$ cat config.mk
export PLATFORM = sky130hd
export DESIGN_NAME = adc083000_ctrl_seq
export DESIGN_NICKNAME = d
export VERILOG_FILES = /design/src/rtl/adc083000_ctrl_pkg.sv /design/src/rtl/adc083000_spi_tx.sv /design/src/rtl/adc083000_ctrl_seq.sv
export SDC_FILE = /design/constraint.sdc
export NUM_CORES = 1
export LEC_CHECK = 0
export CORE_MARGIN = 2
export CORE_UTILIZATION = 52
export DETAILED_ROUTE_END_ITERATION = 10
export PLACE_DENSITY = 0.84
export SYNTH_ARGS = -nofsm -noshare
export SYNTH_HDL_FRONTEND = slang
export SYNTH_SLANG_ARGS = --single-unit
$ cat constraint.sdc
create_clock -name clk -period 2.6 [get_ports clk]
set_clock_uncertainty 0.05 [all_clocks]
set_input_delay 0.52 -clock clk [delete_from_list [all_inputs] [get_ports clk]]
set_output_delay 0.52 -clock clk [all_outputs]
set_load 0.02 [all_outputs]
$ cat src/rtl/adc083000_ctrl_pkg.sv
// rtl/adc083000_ctrl_pkg.sv - shared types, frame constants and frame packing for the ADC083000 control sequencer
package adc083000_ctrl_pkg;

  typedef enum logic [2:0] {
    ST_IDLE,
    ST_SHIFT,
    ST_GAP,
    ST_RST_PULSE,
    ST_WAIT_LOCK
  } state_t;

  localparam int          FRAME_BITS = 32;
  localparam logic [11:0] HEADER     = 12'h001;

  function automatic logic [FRAME_BITS-1:0] pack_frame(input logic [3:0]  addr,
                                                       input logic [15:0] data);
    return {HEADER, addr, data};
  endfunction

endpackage

$ cat src/rtl/adc083000_spi_tx.sv
// rtl/adc083000_spi_tx.sv - 32-bit MSB-first shifter with SCLK divider for the ADC 3-wire config port
module adc083000_spi_tx
  import adc083000_ctrl_pkg::*;
#(
  parameter int CLK_DIV = 4
) (
  input  logic                  clk,
  input  logic                  reset_n,
  input  logic                  start,
  input  logic [FRAME_BITS-1:0] frame,
  output logic                  done,
  output logic                  scs_n,
  output logic                  sclk,
  output logic                  sdata
);
  localparam int DIV_W  = (CLK_DIV > 1) ? $clog2(CLK_DIV) : 1;
  localparam int HALF_W = $clog2(2 * FRAME_BITS);

  logic [FRAME_BITS-1:0] shreg;
  logic [DIV_W-1:0]      div_cnt;
  logic [HALF_W-1:0]     half_cnt;
  logic                  active;
  logic                  tick;

  // sdata is the register MSB, so it can only move when shreg moves (on SCLK falls)
  assign sdata = shreg[FRAME_BITS-1];
  assign tick  = active && (div_cnt == DIV_W'(CLK_DIV - 1));
  assign done  = tick && (half_cnt == HALF_W'(2 * FRAME_BITS - 1));

  always_ff @(posedge clk or negedge reset_n) begin
    if (!reset_n) begin
      shreg    <= '0;
      div_cnt  <= '0;
      half_cnt <= '0;
      active   <= 1'b0;
      scs_n    <= 1'b1;
      sclk     <= 1'b0;
    end else if (start) begin
      shreg    <= frame;
      div_cnt  <= '0;
      half_cnt <= '0;
      active   <= 1'b1;
      scs_n    <= 1'b0;
      sclk     <= 1'b0;
    end else if (active) begin
      div_cnt <= tick ? '0 : div_cnt + DIV_W'(1);
      if (tick) begin
        half_cnt <= half_cnt + HALF_W'(1);
        if (done) begin
          active <= 1'b0;
          scs_n  <= 1'b1;
          sclk   <= 1'b0;
          shreg  <= '0;
        end else begin
          sclk <= ~sclk;
          if (sclk) shreg <= {shreg[FRAME_BITS-2:0], 1'b0};
        end
      end
    end
  end

endmodule

$ cat src/rtl/adc083000_ctrl_seq.sv
// rtl/adc083000_ctrl_seq.sv - DCM reset/relock sequencer and serialised ADC register writer sharing one engine
module adc083000_ctrl_seq
  import adc083000_ctrl_pkg::*;
#(
  parameter int CLK_DIV      = 4,
  parameter int GAP_CYCLES   = 8,
  parameter int RST_CYCLES   = 16,
  parameter int LOCK_TIMEOUT = 65535
) (
  input  logic        clk,
  input  logic        reset_n,
  input  logic        cfg_req,
  input  logic [3:0]  cfg_addr,
  input  logic [15:0] cfg_data,
  output logic        cfg_busy,
  output logic        cfg_ack,
  input  logic        recal_req,
  output logic        adc_scs_n,
  output logic        adc_sclk,
  output logic        adc_sdata,
  output logic        ctrl_reset,
  input  logic        adc_dcm_locked,
  output logic        phy_ready,
  output logic        lock_err
);
  localparam int MAX_RG  = (RST_CYCLES > GAP_CYCLES) ? RST_CYCLES : GAP_CYCLES;
  localparam int CNT_MAX = (LOCK_TIMEOUT > MAX_RG) ? LOCK_TIMEOUT : MAX_RG;
  localparam int CNT_W   = $clog2(CNT_MAX + 1);

  state_t                state;
  logic [CNT_W-1:0]      cnt;
  logic                  lock_meta;
  logic                  locked_sync;
  logic                  tx_start;
  logic                  tx_done;
  logic [FRAME_BITS-1:0] frame;

  // recal has priority; a simultaneous cfg_req is simply not accepted this cycle
  assign tx_start = (state == ST_IDLE) && cfg_req && !recal_req;
  assign frame    = pack_frame(cfg_addr, cfg_data);

  adc083000_spi_tx #(
    .CLK_DIV(CLK_DIV)
  ) u_spi_tx (
    .clk    (clk),
    .reset_n(reset_n),
    .start  (tx_start),
    .frame  (frame),
    .done   (tx_done),
    .scs_n  (adc_scs_n),
    .sclk   (adc_sclk),
    .sdata  (adc_sdata)
  );

  always_ff @(posedge clk or negedge reset_n) begin
    if (!reset_n) begin
      lock_meta   <= 1'b0;
      locked_sync <= 1'b0;
    end else begin
      lock_meta   <= adc_dcm_locked;
      locked_sync <= lock_meta;
    end
  end

  // Reset lands directly in RST_PULSE so power-up recal needs no request
  always_ff @(posedge clk or negedge reset_n) begin
    if (!reset_n) begin
      state      <= ST_RST_PULSE;
      cnt        <= '0;
      cfg_busy   <= 1'b1;
      cfg_ack    <= 1'b0;
      ctrl_reset <= 1'b1;
      phy_ready  <= 1'b0;
      lock_err   <= 1'b0;
    end else begin
      cfg_ack <= 1'b0;
      case (state)
        ST_IDLE: begin
          phy_ready <= locked_sync;
          if (recal_req) begin
            state      <= ST_RST_PULSE;
            cnt        <= '0;
            cfg_busy   <= 1'b1;
            ctrl_reset <= 1'b1;
            phy_ready  <= 1'b0;
            lock_err   <= 1'b0;
          end else if (cfg_req) begin
            state    <= ST_SHIFT;
            cfg_busy <= 1'b1;
          end
        end
        ST_SHIFT: begin
          phy_ready <= locked_sync;
          if (tx_done) begin
            state <= ST_GAP;
            cnt   <= '0;
          end
        end
        ST_GAP: begin
          phy_ready <= locked_sync;
          if (cnt == CNT_W'(GAP_CYCLES - 1)) begin
            state    <= ST_IDLE;
            cfg_busy <= 1'b0;
            cfg_ack  <= 1'b1;
          end else begin
            cnt <= cnt + CNT_W'(1);
          end
        end
        ST_RST_PULSE: begin
          if (cnt == CNT_W'(RST_CYCLES - 1)) begin
            state      <= ST_WAIT_LOCK;
            cnt        <= '0;
            ctrl_reset <= 1'b0;
          end else begin
            cnt <= cnt + CNT_W'(1);
          end
        end
        ST_WAIT_LOCK: begin
          if (locked_sync) begin
            state     <= ST_IDLE;
            cfg_busy  <= 1'b0;
            phy_ready <= 1'b1;
          end else if (cnt == CNT_W'(LOCK_TIMEOUT - 1)) begin
            state     <= ST_IDLE;
            cfg_busy  <= 1'b0;
            phy_ready <= 1'b0;
            lock_err  <= 1'b1;
          end else begin
            cnt <= cnt + CNT_W'(1);
          end
        end
        default: begin
          state    <= ST_IDLE;
          cfg_busy <= 1'b0;
        end
      endcase
    end
  end

endmodule

======== Word-level counts from Yosys, hierarchy flattened ========
Cells that the tools add are included.
storage, ports and cells
  input port bits ......................... 25
  flip-flop bits (word level) ............. 69
  output and inout bits ................... 8
  word-level logic and storage cells ...... 120
cells by class
  equality and inequality tests ........... 19
  reduce and logical (&&, ||, !) cells .... 25
  bitwise logic cells ..................... 2
  mux-type cells .......................... 56
  $add $sub $neg .......................... 3
operator list
  cell                                                              number
  32-bit two-way mux                                                5
  16-bit two-way mux                                                6
  16-bit one-hot mux with 5 select lines                            1
  1-bit two-way mux                                                 26
  3-bit two-way mux                                                 7
  6-bit two-way mux                                                 3
  16-bit by 1-bit adder with 16-bit output, second input constant   1
  16-bit == test, second input constant                             1
  16-bit by 3-bit == test with 1-bit output, second input constant  1
  16-bit by 4-bit == test with 1-bit output, second input constant  1
  2-bit != test, second input constant                              8
  3-bit one-hot mux with 5 select lines                             1
  2-bit nonzero test                                                5
  3-bit AND reduction                                               3
  4-bit AND reduction                                               2
  6-bit by 1-bit adder with 6-bit output, second input constant     1
  3-bit by 2-bit == test with 1-bit output, second input constant   2
  6-bit == test, second input constant                              1
  2-bit two-way mux                                                 3
  3-bit != test, second input constant                              2
  6-bit AND reduction                                               1
  3-bit nonzero test                                                2
  5-bit AND reduction                                               1
  5-bit nonzero test                                                1
  13 further kinds                                                  20

======== Logic depth before layout (Yosys ltp) ========
Gate-level depths: netlist of the first run.
  depth in word-level cells ............... 7
  depth in mapped cells ................... 8
  gate-level depth less buffers ........... 7

======== Modules after synthesis ========
Synthesis of the first run repeated with hierarchy kept, for this count alone.
unflattened totals
  cell total of the unflattened synthesis .. 355
  area, all modules ....................... 3,520.9 µm²
by module, submodules not included
  module              cells an instance  sequential area each (µm²)  area each (µm²)  instances
  adc083000_spi_tx    192                1,077.3                     1,985.7          1
  adc083000_ctrl_seq  163                655.6                       1,535.2          1

======== Least setup slack after synthesis of the first run ========
Ideal clock, no wire load.
  path kind ............................... flip-flop to flip-flop
  from .................................... register cnt[5]
  to ...................................... register cnt[10]
  data arrival time ....................... 2.279 ns
  data required time ...................... 2.429 ns
  period minus slack after synthesis ...... 2.450 ns
  setup time .............................. 0.121 ns
  stages on the path, launching flop included .. 7
  setup slack ............................. 0.150 ns
  cells stage by stage .................... dfrtp_1 or4_4 or4_4 a21oi_4 buf_4 o211ai_2 a22o_1
between the ends
  longest elaborated chain between the ends .. 4
  elaborated cells on any way between the ends .. 12
  classes of those cells .................. 1 x add/sub; 5 x eq/ne; 5 x mux; 1 x reduce/logical
RTL lines
  what                                      RTL line                                                                         text
  start: declaration                        adc083000_ctrl_seq.sv:31                                                         logic [CNT_W-1:0] cnt;
  start signal: assignment                  adc083000_ctrl_seq.sv:106                                                        cnt <= cnt + CNT_W'(1);
  start signal: assignment                  adc083000_ctrl_seq.sv:115                                                        cnt <= cnt + CNT_W'(1);
  start signal: assignment                  adc083000_ctrl_seq.sv:129                                                        cnt <= cnt + CNT_W'(1);
  16-bit by 1-bit adder with 16-bit output  adc083000_ctrl_seq.sv:106, adc083000_ctrl_seq.sv:115, adc083000_ctrl_seq.sv:129
  16-bit two-way mux                        adc083000_ctrl_seq.sv:123                                                        end else if (cnt == CNT_W'(LOCK_TIMEOUT - 1)) begin
  16-bit two-way mux                        adc083000_ctrl_seq.sv:119                                                        if (locked_sync) begin
  16-bit one-hot mux with 5 select lines    adc083000_ctrl_seq.sv:77                                                         case (state)
Several ways; a longest one is shown, not always the timed one. The select of a mux whose other input is x is not followed.
A chain may end at the register's enable or synchronous reset.

======== Final worst setup path of the first run ========
  from .................................... register cnt[9]
  to ...................................... register cnt[3]
between the ends
  longest elaborated chain between the ends .. 3
  elaborated cells on any way between the ends .. 8
  classes of those cells .................. 5 x eq/ne; 2 x mux; 1 x reduce/logical
RTL lines
  what                                                                                  RTL line                   text
  16-bit by 4-bit == test with 1-bit output, or another cell as far along               adc083000_ctrl_seq.sv:110  if (cnt == CNT_W'(RST_CYCLES - 1)) begin
  16-bit two-way mux / 2-bit != test (equally long branches)                            n/a
  16-bit one-hot mux with 5 select lines / 6-bit AND reduction (equally long branches)  n/a
Several ways; a longest one is shown, not always the timed one.

==> impl.org, run 1 <==
** Run status
- Result of the run :: finished, final reports clean

** Clock network
- TritonCTS built the clock tree.
- CTS Sinks :: 69
- Clock tree synthesis inserted a total of 9 buffers.
- Clock transition at path regs :: ~0.070 ns
- Count of hold buffers inserted by post-cts repair :: 0
- Root cell of the clock tree :: sky130_fd_sc_hd__clkbuf_8
- No sink is reached through more buffers than the 2 on the longest clock path.
- Worst skew pair latency :: about 0.34 ns
- The H-tree was split into 3 levels.

** STA
- Final period util :: 0.9612
- Setup repair after global routing left no endpoint under its margin.
- Setup slack closes at 0.1010 ns.
- Slew Limit Fails :: 0
- Worst max-slew margin expressed relative to the limit :: 0.5255
- Slew at the pin closest to its max-slew limit :: about 0.7 ns
- Static timing analysis puts the maximum clock frequency at 400.2 MHz.
- Setup violators final :: 0
- The final-report hold violation count came to 0.
- Setup tns final :: 0 ns
- The smallest clock period supported by the final layout is computed as ~2.5 ns.

** Floorplanning
- Horizontal extent of the die :: roughly 86 µm
- For this design the top-level I/O count stands at 33.
- Die Span Y :: 86.14 µm
- For this configuration, the core starts out at a cell density of 0.5463.
- Die area :: about 7400 µm²
- Row generation in the floorplan step produced 29 rows.
- After floorplanning, the core was sized to cover 6422 µm².

** Final layout
- Fill cells in the final layout number around 470.
- Ratio of cells with drive above 1 in the final layout :: 0.1436
- Area delta synth->final :: 20.97%
- The final layout contains 430 nets.
- Antenna cells :: 0

** Routing
- Mean routed wirelength per cell :: roughly 16 µm
- Top Layer Used :: met4
- In the routed layout, each cell is associated on average with a via count of approximately 6.1.
- Count of TritonRoute iterations in the first routing pass :: 5
- Detailed router's first-iteration violation count :: ~180
- Remaining antenna violation count after routing :: 0
- Wires add up to 7.617 mm.
- Routed wire length on met2 :: between 3 and 4 mm
- Summing over every cut layer, the via total after detailed routing is roughly 3000.
- After detailed routing, the number of remaining DRC violations is 0.
- Routed met3 length :: 309 µm
- For this block, wires on met1 add up to around 3.4 mm.

** Yosys
- Share of the synthesized area in the top cell type :: 0.4565
- Of all flip-flops after synthesis, the portion carrying an async set or reset was 1.000.
- Synthesis produced 362 cells.
- Most used flip-flop cell after synthesis :: sky130_fd_sc_hd__dfrtp_1
- Cell accounting for the most synthesized area :: sky130_fd_sc_hd__dfrtp_1
- Area of the mapped netlist :: 3508 µm²
- Net count after synthesis :: about 390
- For this run, the register share of the synthesized area comes to 0.4939.
- Synth unique cells :: 45
- In this run, synthesis inferred 0 flip-flops with an integrated enable.
- Synthesis inferred slightly below 70 register bits.
- The Yosys step of the flow raised 0 warnings.
- Ranking of synthesized cells by area :: sky130_fd_sc_hd__dfrtp_1 46%, sky130_fd_sc_hd__a22oi_1 4.3%, sky130_fd_sc_hd__nor2_1 4.3%
- Commonest cells in the netlist :: 64 x sky130_fd_sc_hd__dfrtp_1, 40 x sky130_fd_sc_hd__nor2_1, 27 x sky130_fd_sc_hd__a21oi_1
- Among all cell types in the netlist, the one instantiated most often is sky130_fd_sc_hd__dfrtp_1.
- A synthesized cell averages ~9.7 µm².

** Setup path
- CP Capture Type :: flop
- Category of the worst setup path launch point :: flop
- Worst path arrival time :: 2.73 ns
- Data on the critical path is required at its endpoint by about 2.8 ns.
- The slowest stage of the critical path belongs to the cell sky130_fd_sc_hd__or4_1.
- In this design, the stage delay of the slowest critical-path cell is 0.60 ns.
- Peak fanout along the critical path :: 15
- The critical path is of the flop to flop type.
- Cell-by-cell trace of the critical path :: or4_1, or4b_4, or3_1, buf_4, o211ai_1, a22o_1

** Global routing
- The initial antenna violation count was 0.
- Number of global-route vias before repair :: 2902
- The first global-routing pass estimated 13.55 mm of wire.
- Total grt overflow :: 0
- Entering global routing, the biggest net connects between 40 and 50 pins.
- In the global route stage, overall resource usage came out at 0.2279.

** Placed design
- Detailed placement ended at an HPWL of approximately 5 mm.
- In this run the tool buffered the top-level ports with 32 buffer cells.
- Routability-driven placement finished with a final weighted congestion of approximately 0.8.
- Place WS :: around 0.12 ns

** Power
- The analysis attributes to cell leakage a power of roughly 1.8 nW.
- Dividing total power by cell area gives a power density of between 900 and 1000 nW/µm².
- VDD sags by at most between 0.0004 and 0.0005 V.

** Hold path
- The min-delay analysis places its worst path in the category primary input to asynchronous set/reset pin.

** Flow run
- Max_cap viols :: 0
==> path summary, 6_finish.rpt <==
check | from | end | slack (ns) | cells past startpoint
setup / recovery | cnt[9] | cnt[3] | 0.10 | 6
hold / removal | reset_n | u_spi_tx.half_cnt[1] | 0.17 | 1
setup reg to reg | cnt[9] | cnt[3] | 0.10 | 6
hold reg to reg | lock_meta | locked_sync | 0.34 | 0
max in group asynchronous | reset_n | cfg_busy | 1.61 | 2
min in group clk | lock_meta | locked_sync | 0.34 | 0
==> per-stage QoR <==
stage | hold WS [ns] | total power (W) | utilization | std cells | instance area [µm²]
floorplan | 0.1744 | 0.002686 | - | 362 | 3508
global placement | 0.2960 | 0.003093 | 0.6283 | 466 | 4035
global route | 0.2122 | 0.004363 | 0.6608 | 481 | 4244
finish | 0.1742 | 0.004054 | 0.6608 | 481 | 4244
CTS | 0.1891 | 0.004076 | 0.6595 | 481 | 4235
detailed placement | 0.3173 | 0.003172 | 0.6283 | 466 | 4035
==> power breakdown <==
group / internal (W) / switching, W
logic: 0.000692 / 0.000733
registers: 0.00144 / 0.000308
clock network: 0.000490 / 0.000393
total: 0.00262 / 0.00143
==> cell usage in the layout (no fill, tap or decap), types with 11 or more instances in the layout <==
cell type | Yosys | final
sky130_fd_sc_hd__buf_4 | 1 | 13
sky130_fd_sc_hd__nor3_1 | 12 | 11
sky130_fd_sc_hd__clkbuf_8 | 0 | 11
sky130_fd_sc_hd__nor2_1 | 40 | 39
sky130_fd_sc_hd__inv_1 | 19 | 19
sky130_fd_sc_hd__o21ai_0 | 21 | 21
sky130_fd_sc_hd__nand3_1 | 16 | 16
sky130_fd_sc_hd__dfrtp_1 | 64 | 64
sky130_fd_sc_hd__clkdlybuf4s50_1 | 0 | 31
sky130_fd_sc_hd__a21oi_1 | 27 | 27
sky130_fd_sc_hd__a22o_1 | 15 | 15
sky130_fd_sc_hd__a22oi_1 | 20 | 20
==> state kept, by name (all words and copies together), names as in the netlist <==
signal / cells
locked_sync: 1
lock_err: 1
u_spi_tx.half_cnt: 6
u_spi_tx.div_cnt: 2
u_spi_tx.sclk: 1
u_spi_tx.active: 1
lock_meta: 1
cfg_ack: 1
state: 3
cfg_busy: 1
ctrl_reset: 1
u_spi_tx.scs_n: 1
cnt: 16
phy_ready: 1
u_spi_tx.shreg: 32
==> logic make-up (layout without fill, tap and decap cells) <==
family,Yosys count,in the layout,synth area share
buf+inv,42,84,0.04921
xor+xnor,5,5,0.01248
compound gates,115,115,0.2364
mux,3,3,0.008560
fa+ha+maj,5,5,0.01783
simple gates,123,123,0.1815
flops,69,69,0.4939
==> timing repair <==
item                       CTS  global route
setup endpoints to repair    0             5
resized for setup            0             2
setup buffers                0             0
==> layout make-up <==
| type | instances | area [µm²] | share of cell area |
|---|---|---|---|
| clock buffer | 12 | 155.1 | 0.03656 |
| clock inverter | 3 | 45.04 | 0.01061 |
| inverter | 19 | 71.32 | 0.01680 |
| multi-input combinational | 251 | 1630 | 0.3841 |
| sequential | 69 | 1733 | 0.4083 |
| tap | 77 | 96.34 | 0.02270 |
| timing repair buffer | 50 | 513.0 | 0.1209 |
==> metal layers <==
metal | vias to the layer above | track usage
met1 | 1463 | 0.3074
met4 | 0 | 0.08658
met2 | 73 | 0.3587
met5 | - | 0
met3 | 14 | 0.05294
li1 | 1402 | -
==> critical path: cells and delay by family, from the launching register on <==
kind | cells | cell delay, ns
buffers and inverters | 1 | 0.22
DFF | 1 | 0.45
and+or+nand+nor | 3 | 1.45
AOI/OAI and AO/OA | 2 | 0.26
(Power assumes the default switching activity.)
==> run 2: changes to the inputs <==
--- a/config.mk
+++ b/config.mk
@@ -5,9 +5,10 @@
 export SDC_FILE = /design/constraint.sdc
 export NUM_CORES = 1
 export LEC_CHECK = 0
-export CORE_MARGIN = 2
+export CORE_MARGIN = 4
 export CORE_UTILIZATION = 52
 export DETAILED_ROUTE_END_ITERATION = 10
+export GPL_TIMING_DRIVEN = 0
 export PLACE_DENSITY = 0.84
 export SYNTH_ARGS = -nofsm -noshare
 export SYNTH_HDL_FRONTEND = slang
==> impl.org, run 2 (synthesized netlist as in run 1, its figures left out) <==
** Run status
- The run finished, with violations left.
- The checks that failed: negative setup slack.

** Global routing
- Number of global-route vias before repair :: 3050
- Global routing finished with a remaining overflow of 0.
- Entering global routing, the biggest net connects 70 pins.
- Across every metal layer, demand over resource in global routing totals 0.2042.
- First-pass GRT wire length :: between 10 and 15 mm
- Number of antenna violations at the first check in global routing :: 0

** Power
- Worst VDD drop :: between 0.0007 and 0.0008 V
- The design draws between 0.004 and 0.005 W.
- For this design the ratio of total power to cell area is between 900 and 1000 nW/µm².
- Leak Pwr :: approximately 1.9 nW

** Final layout
- The filler cells instantiated in the layout total 470.
- Flip-flop count of the largest register after layout :: 32
- Antenna cells :: 0
- Commonest non-fill, non-tap cell in the layout :: sky130_fd_sc_hd__dfrtp_1
- Measured on the finished design, the core utilization comes to 0.6701.
- Area delta synth->final :: 23.36%
- Leaving out fill and tap cells, the most frequent cells in the layout are 61 x sky130_fd_sc_hd__dfrtp_1, 40 x sky130_fd_sc_hd__nor2_1, 31 x sky130_fd_sc_hd__clkdlybuf4s50_1.
- Of the cells placed in the final design, the portion with a size suffix greater than 1 is 0.1671.
- In the final design database the tool counted 444 nets.
- Biggest regs :: u_spi_tx.shreg (32), cnt (16), u_spi_tx.half_cnt (6)
- Summing all multi-input logic gate instances after layout gives approximately 1700 µm².
- Top reg by flops :: u_spi_tx.shreg
- Register area :: between 1500 and 2000 µm²

** STA
- The worst path in the final design needs a cycle of between 2 and 3 ns, including I/O delays and setup.
- After layout, the worst setup slack is -0.01709 ns.
- Worst max-slew margin expressed relative to the limit :: 0.4294
- Slew at the pin closest to its max-slew limit :: approximately 0.86 ns
- Setup violators final :: 1
- Unrepaired setup endpoints after global routing :: yes
- Highest attainable clock frequency :: between 300 and 400 MHz
- The final-report hold violation count came to 0.
- Final period util :: 1.007
- The number of max-slew violations in the final report came to 0.

** Setup path
- Critical Setup Path Class :: flop to flop
- The startpoint identified for the worst register-to-register timing path is cnt[9].
- Of all nets on the critical path, the largest fanout is 7.
- Worst endpoint required time :: 2.82 ns
- Data arrives at the worst endpoint at 2.84 ns.
- CP Capture Type :: flop
- Category of the worst setup path launch point :: flop
- Tracing the worst setup path back leads to its startpoint at cnt[9].

** Clock network
- TritonCTS clock tree :: done
- Root cell of the clock tree :: sky130_fd_sc_hd__clkbuf_8
- Buffer levels on the longest clock path :: 2
- The H-tree was split into 3 levels.
- CTS Sinks :: slightly below 70
- Buffers inserted to repair hold after CTS numbered 0.
- Clock buffers created by TritonCTS :: 9
- The clock reaches the later pin of the worst-skew pair after 0.34 ns.
- After clock tree synthesis, the clock-pin slew on the worst setup and hold paths is approximately 0.07 ns.

** Floorplanning
- During I/O placement, the number of pins put on the boundary was 33.
- Measured along the y axis, the die boundary spans 90.14 µm.
- In this run the standard cell core region covers roughly 6500 µm².
- Row cnt :: 29
- Die area :: 8125 µm²
- Horizontal extent of the die :: around 90 µm
- Starting density of the core :: 0.5432

** Routing
- Wires add up to a little over 8 mm.
- Post-detailed-route via-to-cell ratio :: around 6.1
- In this run the remaining antenna-violating nets after routing total 0.
- Number of remaining DRC errors :: 0
- After detailed routing, the average wire length per cell comes to 16.75 µm.
- The first detailed-routing pass took 9 iterations.
- The first routing iteration left roughly 240 violations.
- The detailed router placed roughly 3000 vias in this run.

** Placed design
- Port bufs :: 32
- DP HPWL :: between 5 and 6 mm
- Routability-driven placement finished with a final weighted congestion of 0.8284.

** Flow run
- Max_cap viols :: 0

** Hold path
- Hold Path Class :: primary input to asynchronous set/reset pin
run 2: critical path, cell delays in order, from the launching register on:
cell and delay [ns]:
sky130_fd_sc_hd__dfrtp_2 0.45, sky130_fd_sc_hd__or4_4 0.56, sky130_fd_sc_hd__or4b_4 0.59, sky130_fd_sc_hd__or3_4 0.35
sky130_fd_sc_hd__buf_6 0.15, sky130_fd_sc_hd__clkbuf_16 0.16, sky130_fd_sc_hd__o211ai_2 0.07, sky130_fd_sc_hd__a22o_1 0.16
run 2: power breakdown:
group | internal, W | total (W) | leakage (nW) | switching, W
Clock | 0.000467 | 0.000858 | 0.0964 | 0.000391
Sequential | 0.00144 | 0.00169 | 0.849 | 0.000257
Combinational | 0.000702 | 0.00154 | 0.911 | 0.000839
run 2: per-stage QoR:
| step | hold WS (ns) | TNS [ns] | cell area (µm²) | setup WS [ns] | std cells |
|---|---|---|---|---|---|
| after global placement | 0.2821 | -118.15 | 3925 | -1.335 | 471 |
| after floorplan | 0.1744 | 0 | 3508 | 0.1501 | 362 |
| after detailed placement | 0.3241 | -29.88 | 3923 | -0.6598 | 471 |
| after CTS | 0.2731 | 0 | 4209 | 0.009664 | 490 |
| final | 0.2434 | -0.01709 | 4328 | -0.01709 | 496 |
| after global routing | 0.3014 | -0.3866 | 4328 | -0.07923 | 496 |
run 2: final timing paths:
kind | slack [ns] | to | depth (start not counted)
max | -0.02 | cnt[9] | 7
min | 0.24 | u_spi_tx.half_cnt[1] | 1
max reg2reg | -0.02 | cnt[9] | 7
min reg2reg | 0.33 | locked_sync | 0
max in group asynchronous | 1.66 | cnt[8] | 1
min in group clk | 0.33 | locked_sync | 0
run 2: area by class of cell:
class                      instances  share of cell area
inverter                          19             0.01648
clock inverter                     4             0.01099
sequential                        69              0.4013
tap                               77             0.02226
clock buffer                      12             0.03354
timing repair buffer              41             0.09309
multi-input combinational        251              0.3909
buffer                            23             0.03151
run 2: per-layer routing:
metal | up-vias | part of all wire | track usage | routed length (µm)
met5 | - | 0 | 0 | 0
met4 | 0 | 0.015 | 0.07143 | 123
met3 | 14 | 0.055 | 0.05092 | 453
met2 | 117 | 0.50 | 0.3516 | 4151
met1 | 1462 | 0.43 | 0.2492 | 3580
li1 | 1435 | - | - | -
run 2: repair_timing:
action	in CTS	in global routing
endpoints found under the setup margin	56	54
gates resized for setup	16	24
buffers inserted	3	5
pin swaps	2	7
cloned	0	1
==> run 3: changes to the inputs <==
==> constraint.sdc (replaced) <==
create_clock -name clk -period 2.6 [get_ports clk]
set_clock_uncertainty 0.05 [all_clocks]
set_input_delay 0.26 -clock clk [delete_from_list [all_inputs] [get_ports clk]]
set_output_delay 0.26 -clock clk [all_outputs]
set_load 0.02 [all_outputs]
==> impl.org, run 3 (synthesized netlist as in run 1, its figures left out) <==
** Run status
- Result of the run :: finished with violations
- Violations in the final reports :: negative hold slack, negative setup slack

** Clock network
- Worst skew pair latency :: between 0.3 and 0.4 ns
- Buffer levels on the longest clock path :: 2
- Clock tree synthesis inserted a total of 9 buffers.
- TritonCTS built the clock tree.
- CTS built an H-tree with a depth of 3.
- Count of hold buffers inserted by post-cts repair :: 0
- Clock transition at path regs :: 0.07 ns
- Root cell of the clock tree :: sky130_fd_sc_hd__clkbuf_8
- For this design, the sink count on the clock tree is 69.

** Routing
- The count of nets left with antenna violations once routing finished came out at 0.
- Detailed router's first-iteration violation count :: approximately 210
- Via Count :: about 3000
- Mean routed wirelength per cell :: approximately 17 µm
- Count of TritonRoute iterations in the first routing pass :: 4
- Number of remaining DRC errors :: 0
- Sum of routed wire length over all layers :: a little over 8 mm
- Post-detailed-route via-to-cell ratio :: between 6 and 7

** Final layout
- Number of filler instances in the final layout :: around 470
- Leaving out fill and tap cells, the most frequent cell in the layout is sky130_fd_sc_hd__dfrtp_1.
- Register area :: about 1700 µm²
- The net count of the finished layout is between 400 and 500.
- In the final layout, the share of cells above drive strength 1 is 0.1504.
- Area delta synth->final :: 23.04%
- The register with the most flip-flops in the final layout is u_spi_tx.shreg.
- The largest registers in the layout are u_spi_tx.shreg (32), cnt (16), u_spi_tx.half_cnt (6).
- Summing all multi-input logic gate instances after layout gives 1688 µm².
- Antenna cells :: 0
- Flip-flop count of the largest register after layout :: 32
- In the layout the commonest cells are 61 x sky130_fd_sc_hd__dfrtp_1, 40 x sky130_fd_sc_hd__nor2_1, 31 x sky130_fd_sc_hd__clkdlybuf4s50_1.

** Floorplanning
- Starting density of the core :: 0.5432
- Count of boundary I/O pins :: 33
- Horizontal extent of the die :: 90.14 µm
- The floorplan step defined a die boundary enclosing 8125 µm².
- Die Span Y :: 90.14 µm
- In this run the standard cell core region covers about 6500 µm².
- Row cnt :: 29

** Setup path
- Peak fanout along the critical path :: 7
- Worst path arrival time :: around 2.8 ns
- CP Capture Type :: flop
- STA classifies the critical path startpoint as a flop.
- Slowest cell on the critical path :: sky130_fd_sc_hd__or4b_4
- Max incr delay on CP :: 0.59 ns
- For the worst setup path, the data required time is about 2.8 ns.
- Cell-by-cell trace of the critical path :: or4_4, or4b_4, or3_4, buf_6, clkbuf_16, o211ai_2, a22o_1
- The critical path is of the flop to flop type.

** STA
- Setup violators final :: 1
- Minimum clock period :: around 2.6 ns
- Highest attainable clock frequency :: around 380 MHz
- Setup tns final :: -0.01283 ns
- Across all setup checks in the final design, the least slack found is -0.01283 ns.
- Final hold viol count :: 22
- For the pin with the worst max-slew slack, the measured transition is between 0.8 and 0.9 ns.
- Setup repair after global routing could not meet its margin everywhere.
- On the final layout, the worst hold slack is -0.01426 ns.
- Measured against its own limit, the worst slew margin works out to 0.4313.
- Final period util :: 1.005
- The number of max-slew violations in the final report was 0.

** Flow run
- Max-cap violations in this run came to 0.

** Power
- Power spread over the standard cell area amounts to 945.6 nW/µm².
- Leak Pwr :: 1.831 nW
- IR analysis of the VDD net gives a maximum drop of 0.0007843 V.

** Placed design
- The congestion estimate from routability-driven global placement came to between 0.8 and 0.9.
- DP HPWL :: between 5 and 6 mm
- Place WS :: -0.3998 ns
- During placement, the flow inserted port buffers numbering 32.

** Global routing
- The first global-routing pass estimated around 14 mm of wire.
- Number of global-route vias before repair :: 3059
- The initial antenna violation count was 0.
- After global routing the overflow that remains totals 0.
- Entering global routing, the biggest net connects 70 pins.
- GRT Resource Usage Total :: 0.2040

** Hold path
- The min-delay analysis places its worst path in the category primary input to asynchronous set/reset pin.
## run 3: per-layer routing
| layer | track usage | share of wire |
|---|---|---|
| met5 | 0 | 0 |
| met4 | 0.07526 | 0.017 |
| met3 | 0.05092 | 0.045 |
| met2 | 0.3491 | 0.50 |
| met1 | 0.2492 | 0.44 |
## run 3: path summary, 6_finish.rpt
path                            cells past startpoint       from  slack (ns)                   end
worst max-delay path                                7     cnt[9]       -0.01                cnt[9]
worst min-delay path                                1    reset_n       -0.01  u_spi_tx.half_cnt[1]
worst max register to register                      7     cnt[9]       -0.01                cnt[9]
worst min register to register                      0  lock_meta        0.33           locked_sync
max in group asynchronous                           1    reset_n        1.92                cnt[8]
min in group clk                                    0  lock_meta        0.33           locked_sync
## run 3: what timing repair did
| item | 4_1_cts | 5_1_grt |
|---|---|---|
| buffers inserted | 3 | 5 |
| setup endpoints to repair | 29 | 28 |
| pin swaps | 2 | 5 |
| resized for setup | 13 | 17 |
| cloned | 0 | 1 |
| endpoints found under the hold margin | 0 | 0 |
## run 3: power by group
group | total [W] | internal, W | switching, W
combinational | 0.00153 | 0.000696 | 0.000835
sequential | 0.00169 | 0.00144 | 0.000255
clock | 0.000859 | 0.000467 | 0.000392
## run 3: through the flow
| step | power, W | cell area [µm²] | instances | utilization |
|---|---|---|---|---|
| final | 0.004082 | 4317 | 496 | 0.6683 |
| after global routing | 0.004373 | 4317 | 496 | 0.6683 |
| after CTS | 0.004038 | 4205 | 490 | 0.6511 |
| after detailed placement | 0.003094 | 3923 | 471 | 0.6073 |
| after global placement | 0.003017 | 3925 | 471 | 0.6077 |
| after floorplan | 0.002686 | 3508 | 362 | - |
## run 3: critical path: cells and delay by family (launching register included)
kind	cells	cell delay, ns
simple gates	3	1.49
flops	1	0.45
buf+inv	2	0.31
compound gates	2	0.23
## run 3: final cells by class
| type | count | share of cell area |
|---|---|---|
| Timing Repair Buffer | 41 | 0.09333 |
| Clock inverter | 4 | 0.01101 |
| Inverter | 19 | 0.01652 |
| Clock buffer | 12 | 0.03362 |
| Sequential cell | 69 | 0.4023 |
| Multi-Input combinational cell | 251 | 0.3910 |
| Tap cell | 77 | 0.02232 |
| Buffer | 23 | 0.02986 |
